**src/rtl/as_lsu.sv**
```systemverilog
// Access-stage load/store unit: decodes loads/stores, runs req/gnt/rvalid on the data port, aligns load data.
// Latency: 3 stall cycles + gnt wait + rvalid wait; write-back value is valid in the DONE cycle.
// Backpressure: stall_req_o holds the upstream pipeline from detection until DONE; bus waits on gnt/rvalid.
module as_lsu #(
  parameter int CPU_WIDTH = 32,
  parameter int TO_WIDTH  = 8,
  parameter int TIMEOUT   = 255
) (
  input  logic                 clk,
  input  logic                 rst_n,
  input  logic [CPU_WIDTH-1:0] inst_i,
  input  logic [CPU_WIDTH-1:0] alu_res_i,
  input  logic [CPU_WIDTH-1:0] rs2_data_i,
  input  logic                 reg_wr_en_i,
  output logic                 mem_req_o,
  output logic                 mem_we_o,
  output logic [3:0]           mem_be_o,
  output logic [CPU_WIDTH-1:0] mem_addr_o,
  output logic [CPU_WIDTH-1:0] mem_wdata_o,
  input  logic                 mem_gnt_i,
  input  logic                 mem_rvalid_i,
  input  logic [CPU_WIDTH-1:0] mem_rdata_i,
  output logic [CPU_WIDTH-1:0] wb_data_o,
  output logic                 stall_req_o,
  output logic                 misalign_o,
  output logic                 bus_err_o
);

  localparam logic [1:0] S_IDLE = 2'd0;
  localparam logic [1:0] S_REQ  = 2'd1;
  localparam logic [1:0] S_WAIT = 2'd2;
  localparam logic [1:0] S_DONE = 2'd3;

  localparam logic [6:0] OPC_LOAD  = 7'b0000011;
  localparam logic [6:0] OPC_STORE = 7'b0100011;

  // Last counter value spent in WAIT; the timeout fires as this cycle ends.
  localparam logic [TO_WIDTH-1:0] TO_LAST = TO_WIDTH'(TIMEOUT - 1);

  logic [1:0]           state;
  logic [TO_WIDTH-1:0]  to_cnt;
  logic [CPU_WIDTH-1:0] load_buf;
  logic                 op_load;
  logic [2:0]           op_f3;
  logic [1:0]           op_lane;

  logic [6:0]           opcode;
  logic [2:0]           funct3;
  logic                 is_load;
  logic                 is_store;
  logic                 sz_h;
  logic                 sz_w;
  logic                 misaligned;
  logic                 go;
  logic [3:0]           be_nxt;
  logic [CPU_WIDTH-1:0] wdata_nxt;
  logic [CPU_WIDTH-1:0] rd_sh;
  logic [CPU_WIDTH-1:0] ld_aligned;

  // Fields not consumed here; rd write enable is acted on by the next stage.
  logic unused_bits;
  assign unused_bits = ^{reg_wr_en_i, inst_i[CPU_WIDTH-1:15], inst_i[11:7]};

  assign opcode = inst_i[6:0];
  assign funct3 = inst_i[14:12];

  // Decode the instruction into access type, size and alignment.
  always_comb begin
    is_load    = (opcode == OPC_LOAD) &&
                 ((funct3 == 3'b000) || (funct3 == 3'b001) || (funct3 == 3'b010) ||
                  (funct3 == 3'b100) || (funct3 == 3'b101));
    is_store   = (opcode == OPC_STORE) &&
                 ((funct3 == 3'b000) || (funct3 == 3'b001) || (funct3 == 3'b010));
    sz_h       = (funct3[1:0] == 2'b01);
    sz_w       = (funct3[1:0] == 2'b10);
    misaligned = (is_load || is_store) &&
                 ((sz_h && alu_res_i[0]) || (sz_w && (alu_res_i[1:0] != 2'b00)));
    go         = (is_load || is_store) && !misaligned;
  end

  // Byte enables and lane-replicated store data for the pending access.
  always_comb begin
    be_nxt    = 4'b1111;
    wdata_nxt = rs2_data_i;
    if (sz_w) begin
      be_nxt    = 4'b1111;
      wdata_nxt = rs2_data_i;
    end else if (sz_h) begin
      be_nxt    = 4'b0011 << alu_res_i[1:0];
      wdata_nxt = {2{rs2_data_i[15:0]}};
    end else begin
      be_nxt    = 4'b0001 << alu_res_i[1:0];
      wdata_nxt = {4{rs2_data_i[7:0]}};
    end
  end

  // Shift the addressed lane down and sign/zero-extend according to the load type.
  always_comb begin
    rd_sh = mem_rdata_i >> {op_lane, 3'b000};
    case (op_f3)
      3'b000:  ld_aligned = {{(CPU_WIDTH-8){rd_sh[7]}}, rd_sh[7:0]};
      3'b001:  ld_aligned = {{(CPU_WIDTH-16){rd_sh[15]}}, rd_sh[15:0]};
      3'b100:  ld_aligned = {{(CPU_WIDTH-8){1'b0}}, rd_sh[7:0]};
      3'b101:  ld_aligned = {{(CPU_WIDTH-16){1'b0}}, rd_sh[15:0]};
      default: ld_aligned = mem_rdata_i;
    endcase
  end

  // Access FSM with registered bus request fields, timeout counter and load buffer.
  always_ff @(posedge clk or negedge rst_n) begin
    if (!rst_n) begin
      state       <= S_IDLE;
      to_cnt      <= '0;
      load_buf    <= '0;
      op_load     <= 1'b0;
      op_f3       <= 3'b000;
      op_lane     <= 2'b00;
      mem_we_o    <= 1'b0;
      mem_be_o    <= 4'b0000;
      mem_addr_o  <= '0;
      mem_wdata_o <= '0;
      misalign_o  <= 1'b0;
      bus_err_o   <= 1'b0;
    end else begin
      misalign_o <= 1'b0;
      bus_err_o  <= 1'b0;
      case (state)
        S_IDLE: begin
          if (go) begin
            state       <= S_REQ;
            mem_we_o    <= is_store;
            mem_be_o    <= be_nxt;
            mem_addr_o  <= {alu_res_i[CPU_WIDTH-1:2], 2'b00};
            mem_wdata_o <= wdata_nxt;
            op_load     <= is_load;
            op_f3       <= funct3;
            op_lane     <= alu_res_i[1:0];
          end else if (misaligned) begin
            misalign_o <= 1'b1;
          end
        end
        S_REQ: begin
          // rvalid in the grant cycle is not a response to this request.
          if (mem_gnt_i) begin
            state       <= S_WAIT;
            to_cnt      <= '0;
            mem_we_o    <= 1'b0;
            mem_be_o    <= 4'b0000;
            mem_addr_o  <= '0;
            mem_wdata_o <= '0;
          end
        end
        S_WAIT: begin
          if (mem_rvalid_i) begin
            state    <= S_DONE;
            load_buf <= op_load ? ld_aligned : '0;
          end else if (to_cnt == TO_LAST) begin
            state     <= S_DONE;
            bus_err_o <= 1'b1;
            load_buf  <= '0;
          end else begin
            to_cnt <= to_cnt + 1'b1;
          end
        end
        default: begin
          state <= S_IDLE;
        end
      endcase
    end
  end

  assign mem_req_o   = (state == S_REQ);
  // Gated by reset so the upstream pipeline is released while reset is held.
  assign stall_req_o = rst_n && (((state == S_IDLE) && go) || (state == S_REQ) || (state == S_WAIT));
  assign wb_data_o   = ((state == S_DONE) && op_load) ? load_buf : alu_res_i;

endmodule

```
**config.mk**
```make
export PLATFORM = sky130hd
export DESIGN_NAME = as_lsu
export DESIGN_NICKNAME = d
export VERILOG_FILES = /design/src/rtl/as_lsu.sv
export SDC_FILE = /design/constraint.sdc
export NUM_CORES = 1
export LEC_CHECK = 0
export ABC_AREA = 1
export CORE_ASPECT_RATIO = 0.9
export CORE_MARGIN = 2
export CORE_UTILIZATION = 50
export DETAILED_ROUTE_END_ITERATION = 10
export DONT_BUFFER_PORTS = 1
export PLACE_DENSITY_LB_ADDON = 0.05
export SLEW_MARGIN = 10
export SYNTH_ARGS = -nofsm -noshare
export SYNTH_HDL_FRONTEND = slang
export SYNTH_SLANG_ARGS = --single-unit
export TNS_END_PERCENT = 50
```
**constraint.sdc**
```tcl
create_clock -name clk -period 5.2 [get_ports clk]
set_clock_uncertainty 0.1 [all_clocks]
set_input_delay 1.04 -clock clk [delete_from_list [all_inputs] [get_ports clk]]
set_output_delay 1.04 -clock clk [all_outputs]
set_load 0.05 [all_outputs]
```
==> flow_metrics.env, run 1 <==
export IMPL_status="finished clean"
export IMPL_fin_crit_sh_pct=75.9
export IMPL_cp_data_arrival_time_ns=2.81
export IMPL_die_w_um=126
export IMPL_cts_buffers=17
export IMPL_fin_crit_ns=3.95
export IMPL_layout_setup_ws_ns=1.25
export IMPL_crit_required_ns=4.06
export IMPL_place_congestion=0.962
export IMPL_hold_viol_final=0
export IMPL_postCtsHoldBufs=0
export IMPL_fmax_mhz=253
export IMPL_yosysWarnings=0
export IMPL_io_buffers=0
export IMPL_synth_cells=955
export IMPL_wl_per_cell_um=19.1
export IMPL_layout_common_cells="nand2_1 (282), dfrtp_1 (117), nor2_1 (108)"
export IMPL_place_area_um2=6700
export IMPL_worst_setup_path_start_kind="flop"
export IMPL_maxSlewViolCount=0
export IMPL_wl_mm=20.9
export IMPL_synth_edf_count=0
export IMPL_dr_pass1_iters=5
export IMPL_synth_ff_type="dfrtp_1"
export IMPL_grt_max_degree=119
export IMPL_cp_startpoint="state[0]"
export IMPL_htreeDepth=4
export IMPL_ir_drop_mv=0.298
export IMPL_die_h_um=114
export IMPL_cts_max_path_buffers=2
export IMPL_ys_seq_area_share_pct=43.5
export IMPL_postCtsSetupBuffers=0
export IMPL_clk_pin_slew_ns=0.06
export IMPL_vias=6301
export IMPL_nNetsFinal=1057
export IMPL_cts_root_buf="clkbuf_16"
export IMPL_reg2reg_to="mem_wdata_o[17]"
export IMPL_grt_pass1_wl_mm=32.7
export IMPL_powerDensity_nw_per_um2=669
export IMPL_drcViolationCount=0
export IMPL_drive_above_1_share_pct=5.80
export IMPL_endpoint="wb_data_o[9]"
export IMPL_r2r_start="state[1]"
export IMPL_ff2ff_path_depth=8
export IMPL_synthArstFlopShare_pct=100
export IMPL_cts_sinks=117
export IMPL_crit_fanout=55
export IMPL_grt_setup_unrepaired="no"
export IMPL_worst_pin_slew_ns=1.16
export IMPL_synthTopCellsByArea="dfrtp_1 (44%), nand2_1 (16%), o21ai_0 (7.3%)"
export IMPL_rows=40
export IMPL_grt_pass1_vias=5930
export IMPL_cts_tree="yes"
export IMPL_grt_antenna_before_repair=1
export IMPL_final_cell_area_um2=7350
export IMPL_setup_viol=0
export IMPL_synth_top_area_share_pct=43.5
export IMPL_relSlewSlack_pct=23.2
export IMPL_drt_vias_per_instance=5.73
export IMPL_endpoint_kind="primary output"
export IMPL_syn_avg_cell_area_um2=7.04
export IMPL_power_mw=4.91
export IMPL_ant_nets=0
export IMPL_dp_slack_ns=1.49
export IMPL_clock_latency_ns=0.42
export IMPL_crit_type="reg2out"
export IMPL_numPlacedInstances=1067
export IMPL_r2r_slack_ns=1.88
export IMPL_yosysTopAreaCell="dfrtp_1"
export IMPL_coreArea_um2=13300
export IMPL_instances_no_fill=1099
export IMPL_dp_hpwl_mm=14.7
export IMPL_area_growth_pct=9.21
export IMPL_gr_total_overflow=0
export IMPL_final_core_util_pct=55.4
export IMPL_leakagePower_nw=3.79
export IMPL_syn_cell_area_um2=6730
export IMPL_layout_commonest_cell="nand2_1"
export IMPL_setup_tns_ns=0
export IMPL_ys_ff_latch=117
export IMPL_initial_core_util_pct=50.7
export IMPL_cts_resized=0
export IMPL_drv_cap=0
export IMPL_io_pins=238
export IMPL_hold_slack_ns=0.213
export IMPL_die_area_um2=14400
export IMPL_hp_class="in2async"
export IMPL_synth_cell_types=33
export IMPL_grt_use_total_pct=29.3
export IMPL_drt_iter0_markers=546
export IMPL_diodes=0
-- final cells by class --
cell class,count,area [µm²]
inverters,101,379
well taps,168,210
flip-flops and latches,117,2930
clock inverters,9,173
multi-input cells,674,3130
repair buffers,7,52.6
clock buffers,23,478
fillers,1325,5920
-- synth_stat cells (6+ instances only) --
| cell type | number |
|---|---|
| nand4_1 | 70 |
| dfrtp_1 | 117 |
| clkbuf_1 | 35 |
| inv_1 | 96 |
| a21oi_1 | 26 |
| o211ai_1 | 8 |
| o21ai_0 | 98 |
| nand3_1 | 20 |
| nand2_1 | 285 |
| nor2_1 | 108 |
| ha_1 | 6 |
| buf_2 | 18 |
| o21ai_1 | 22 |
-- power by group --
group | internal [mW] | total (mW) | switching, mW
combinational | 0.388 | 1.44 | 1.05
clock | 0.885 | 1.31 | 0.421
sequential | 1.16 | 2.16 | 1.01
-- worst max-delay path, stage by stage, from the launching register on --
cell     delay (ns)
dfrtp_1        0.40
ha_1           0.21
nand2_2        0.52
buf_4          0.41
o21ai_1        0.84
-- registers in the layout, indices dropped and copies added, names as in the netlist --
name / cells
to_cnt: 8
mem_be_o: 4
mem_we_o: 1
op_lane: 2
misalign_o: 1
mem_addr_o: 30
op_load: 1
load_buf: 32
op_f3: 3
state: 2
mem_wdata_o: 32
bus_err_o: 1
-- cells by family after synthesis --
logic type               after synthesis  share of synthesized area, %
flip-flops                           117                          43.5
XOR/XNOR                               5                         0.651
adder cells (fa/ha/maj)                6                          1.12
AO/OA/AOI/OAI                        167                          13.4
buffers and inverters                165                          10.2
AND/OR/NAND/NOR                      494                          31.0
other                                  1                        0.0557
-- worst min-delay path by stage --
stage | start | endpoint | slack [ns] | depth (start not counted)
after floorplan | load_buf[16] | load_buf[16] | 0.35 | 2
after global placement | load_buf[23] | load_buf[23] | 0.38 | 2
after detailed placement | load_buf[23] | load_buf[23] | 0.38 | 2
after CTS | rst_n | mem_addr_o[29] | 0.20 | 0
after global routing | rst_n | mem_addr_o[18] | 0.18 | 0
final | rst_n | mem_addr_o[22] | 0.21 | 0
-- per-layer routing --
metal	track usage [%]	wire, µm
met5	0	0
met4	7.03	289
met3	11.8	1950
met2	44.8	9660
met1	39.1	9060
(Power assumes the default switching activity.)
==> run 2: changes to the inputs <==
Clock period 5.2 ns to 4.09 ns, I/O delays scaled along.
==> flow_metrics.env, run 2 (same netlist as run 1, synthesis figures left out) <==
export IMPL_setup_tns_ns=0
export IMPL_status="finished clean"
export IMPL_io_buffers=0
export IMPL_max_stage_delay_ns=0.31
export IMPL_crit_type="in2out"
export IMPL_setup_viol=0
export IMPL_p_sw_share_pct=52.3
export IMPL_cp_data_arrival_time_ns=2.29
export IMPL_cts_buffers=17
export IMPL_postCtsHoldBufs=1
export IMPL_crit_required_ns=3.17
export IMPL_drt_vias_per_instance=5.70
export IMPL_grt_antenna_before_repair=0
export IMPL_relSlewSlack_pct=26.5
export IMPL_drive_above_1_share_pct=9.13
export IMPL_grt_pass1_wl_mm=32.2
export IMPL_power_mw=6.00
export IMPL_final_core_util_pct=56.7
export IMPL_p_comb_share_pct=31.4
export IMPL_powerDensity_nw_per_um2=797
export IMPL_clock_power_share_pct=22.7
export IMPL_slowest_stage="a21boi_1"
export IMPL_postCtsSetupBuffers=0
export IMPL_layout_commonest_cell="nand2_1"
export IMPL_wl_per_cell_um=18.5
export IMPL_ir_drop_mv=0.332
export IMPL_fmax_mhz=311
export IMPL_io_pins=238
export IMPL_layout_common_cells="nand2_1 (282), dfrtp_1 (117), nor2_1 (108)"
export IMPL_intPower_mw=2.86
export IMPL_cts_resized=0
export IMPL_die_w_um=126
export IMPL_crit_fanout=13
export IMPL_cts_sinks=117
export IMPL_grt_max_degree=118
export IMPL_place_congestion=1.01
export IMPL_area_growth_pct=11.9
export IMPL_p_seq_share_pct=45.8
export IMPL_htreeDepth=4
export IMPL_nNetsFinal=1094
export IMPL_initial_core_util_pct=50.7
export IMPL_crit_top_cell="nand2_1"
export IMPL_dr_pass1_iters=6
export IMPL_clk_pin_slew_ns=0.05
export IMPL_rows=40
export IMPL_gr_total_overflow=0
export IMPL_cts_tree="yes"
export IMPL_fin_crit_ns=3.21
export IMPL_hp_class="in2async"
export IMPL_cts_root_buf="clkbuf_16"
export IMPL_switchingPower_mw=3.14
export IMPL_crit_chain="nor2_1 > nand2_1 > nor2_1 > nand2_1 > nand2_1 > nand3_1 > a21boi_1 > buf_4"
export IMPL_reg_top3="load_buf x32, mem_wdata_o x32, mem_addr_o x30"
export IMPL_dp_hpwl_mm=15.0
export IMPL_ant_nets=0
export IMPL_grt_setup_unrepaired="no"
export IMPL_leakagePower_nw=3.93
export IMPL_drv_cap=0
export IMPL_endpoint_kind="primary output"
export IMPL_grt_pass1_vias=5958
export IMPL_grt_use_total_pct=28.8
export IMPL_vias=6456
export IMPL_worst_pin_slew_ns=1.10
export IMPL_wl_mm=21.0
export IMPL_hold_viol_final=0
export IMPL_coreArea_um2=13300
export IMPL_die_area_um2=14400
export IMPL_fin_crit_sh_pct=78.5
export IMPL_drt_iter0_markers=632
export IMPL_maxSlewViolCount=0
export IMPL_worst_setup_path_start_kind="primary input"
export IMPL_die_h_um=114
export IMPL_cts_max_path_buffers=2
export IMPL_drcViolationCount=0
export IMPL_clock_latency_ns=0.42
## run 2: changes by cell type in the layout (fill, tap and decap cells not counted)
cell | previous run | this run
buf_16 | 0 | 1
buf_4 | 7 | 43
bufinv_16 | 5 | 1
clkbuf_1 | 3 | 2
clkinv_2 | 3 | 5
clkinvlp_4 | 1 | 0
diode_2 | 0 | 1
## run 2: critical path, delay by kind of cell
family / cells / cell delay (ns)
compound gates: 1 / 0.31
buf+inv: 1 / 0.24
simple gates: 6 / 0.92
## run 2: path summary, 6_finish.rpt
check	from	to	slack, ns	cells past startpoint
worst max-delay path	inst_i[4]	stall_req_o	0.88	8
worst min-delay path	rst_n	mem_addr_o[23]	0.22	1
worst max register to register	state[1]	mem_be_o[3]	1.07	8
worst min register to register	load_buf[30]	load_buf[30]	0.39	2
max in group asynchronous	rst_n	mem_wdata_o[21]	3.14	1
min in group clk	mem_rvalid_i	bus_err_o	0.37	1
## run 2: layout make-up
cell class	instances	area (µm²)
flip-flops and latches	117	2930
inverters	101	379
clock inverters	6	55.1
multi-input cells	674	3130
clock buffers	22	474
diodes	1	2.50
repair buffers	44	350
fillers	1324	5740
well taps	168	210
## run 2: routing by layer
| layer | up-vias | wire, µm | global-route usage (%) |
|---|---|---|---|
| met5 | - | 0 | 0 |
| met3 | 45 | 2030 | 10.4 |
| li1 | 3087 | - | - |
| met1 | 3041 | 8920 | 39.1 |
| met2 | 283 | 9540 | 43.0 |
| met4 | 0 | 528 | 9.89 |
## run 2: power groups by stage
stage | registers [mW] | logic (mW) | clock network [mW]
detailed placement | 2.77 | 1.85 | 0
floorplan | 2.67 | 1.56 | 0
finish | 2.75 | 1.89 | 1.36
global placement | 2.76 | 1.80 | 0
global route | 2.78 | 2.13 | 1.43
CTS | 2.75 | 1.87 | 1.38
## run 2: through the flow
stage / worst slack, ns / instance area, µm² / std cells / hold slack (ns)
6_report: 0.879 / 7530 / 1133 / 0.224
5_1_grt: 0.754 / 7520 / 1132 / 0.266
4_1_cts: 0.936 / 7520 / 1132 / 0.282
3_5_place_dp: 0.946 / 6970 / 1103 / 0.382
3_3_place_gp: 1.02 / 6970 / 1103 / 0.376
2_1_floorplan: 0.636 / 6730 / 956 / 0.354
==> run 3: changes to the inputs <==
Clock period 4.09 ns to 3.35 ns, I/O delays scaled along.
==> flow_metrics.env, run 3 (same netlist as run 1, synthesis figures left out) <==
export IMPL_status="finished, violations left"
export IMPL_violations="hold timing"
export IMPL_area_growth_pct=13.0
export IMPL_ir_drop_mv=0.426
export IMPL_numPlacedInstances=1105
export IMPL_final_cell_area_um2=7600
export IMPL_grt_pass1_vias=5995
export IMPL_fin_crit_ns=2.91
export IMPL_crit_fanout=13
export IMPL_wl_met1_mm=8.88
export IMPL_p_seq_share_pct=44.7
export IMPL_crit_required_ns=2.58
export IMPL_place_area_um2=7010
export IMPL_grt_max_degree=119
export IMPL_n_fill_cell=1295
export IMPL_initial_core_util_pct=50.7
export IMPL_hp_class="in2async"
export IMPL_endpoint_kind="primary output"
export IMPL_drcViolationCount=0
export IMPL_setup_tns_ns=0
export IMPL_die_w_um=126
export IMPL_crit_type="in2out"
export IMPL_gr_total_overflow=0
export IMPL_p_sw_share_pct=52.3
export IMPL_leakagePower_nw=3.95
export IMPL_maxSlewViolCount=0
export IMPL_layout_setup_ws_ns=0.444
export IMPL_diodes=0
export IMPL_intPower_mw=3.57
export IMPL_nNetsFinal=1095
export IMPL_cp_data_arrival_time_ns=2.14
export IMPL_p_comb_share_pct=30.9
export IMPL_ff2ff_path_depth=8
export IMPL_worst_pin_slew_ns=0.734
export IMPL_htreeDepth=4
export IMPL_dr_pass1_iters=5
export IMPL_cts_buffers=17
export IMPL_ant_nets=0
export IMPL_grt_antenna_before_repair=0
export IMPL_hold_viol_final=117
export IMPL_io_pins=238
export IMPL_clk_pin_slew_ns=0.06
export IMPL_fmax_mhz=344
export IMPL_die_area_um2=14400
export IMPL_reg_top3="load_buf x32, mem_wdata_o x32, mem_addr_o x30"
export IMPL_layout_commonest_cell="nand2_1"
export IMPL_wl_per_cell_um=18.3
export IMPL_grt_setup_unrepaired="no"
export IMPL_grt_pass1_wl_mm=32.5
export IMPL_place_congestion=0.992
export IMPL_drv_cap=0
export IMPL_dp_slack_ns=0.519
export IMPL_dr_wl_met3_mm=2.00
export IMPL_vias=6469
export IMPL_dr_max_layer_used="met4"
export IMPL_coreArea_um2=13300
export IMPL_cts_root_buf="clkbuf_16"
export IMPL_multi_input_area_um2=3130
export IMPL_layout_common_cells="nand2_1 (282), dfrtp_1 (117), nor2_1 (108)"
export IMPL_io_buffers=0
export IMPL_cts_tree="yes"
export IMPL_setup_viol=0
export IMPL_fin_crit_sh_pct=86.7
export IMPL_switchingPower_mw=3.91
export IMPL_clock_latency_ns=0.42
export IMPL_relSlewSlack_pct=51.0
export IMPL_drt_iter0_markers=619
export IMPL_die_h_um=114
export IMPL_drive_above_1_share_pct=9.80
export IMPL_cts_resized=0
export IMPL_postCtsSetupBuffers=0
export IMPL_grt_use_total_pct=28.8
export IMPL_hold_slack_ns=-0.158
export IMPL_instances_no_fill=1137
export IMPL_dp_hpwl_mm=14.9
export IMPL_cts_max_path_buffers=2
export IMPL_powerDensity_nw_per_um2=984
export IMPL_power_mw=7.48
export IMPL_wl_met2_mm=9.42
export IMPL_worst_setup_path_start_kind="primary input"
export IMPL_wl_mm=20.8
export IMPL_drt_vias_per_instance=5.69
export IMPL_seq_area_um2=2930
export IMPL_clock_power_share_pct=24.4
export IMPL_cts_sinks=117
export IMPL_rows=40
export IMPL_final_core_util_pct=57.3
-- run 3: worst paths after layout --
check | end | slack, ns | from
hold / removal | mem_addr_o[18] | -0.16 | rst_n
setup reg to reg | mem_addr_o[20] | 0.57 | state[1]
min in group clk | bus_err_o | 0.22 | mem_rvalid_i
max in group asynchronous | mem_wdata_o[4] | 3.17 | rst_n
hold reg to reg | load_buf[30] | 0.39 | load_buf[30]
setup / recovery | stall_req_o | 0.44 | inst_i[4]
-- run 3: critical path, stage by stage --
cell and delay (ns):
nor2_1 0.08, nand2_1 0.09, nor2_1 0.22, nand2_1 0.12, nand2_1 0.10, nand3_1 0.31, a21boi_1 0.30, buf_4 0.23
-- run 3: area by class of cell --
class	count	share of cell area, %
flip-flops and latches	117	38.5
repair buffers	45	4.77
clock inverters	15	2.22
multi-input cells	674	41.1
inverters	101	4.99
clock buffers	17	5.60
well taps	168	2.77
-- run 3: power by group through the flow --
stage | sequential (mW) | combinational [mW] | clock, mW
final | 3.34 | 2.31 | 1.83
after global routing | 3.39 | 2.62 | 1.92
after CTS | 3.34 | 2.30 | 1.86
after detailed placement | 3.37 | 2.29 | 0
after global placement | 3.36 | 2.23 | 0
after floorplan | 3.25 | 1.91 | 0
-- run 3: per-layer routing --
metal / vias up / global-route usage [%]
met5: - / 0
met2: 266 / 43.3
met3: 37 / 10.1
met1: 3067 / 38.9
li1: 3099 / -
met4: 0 / 9.82
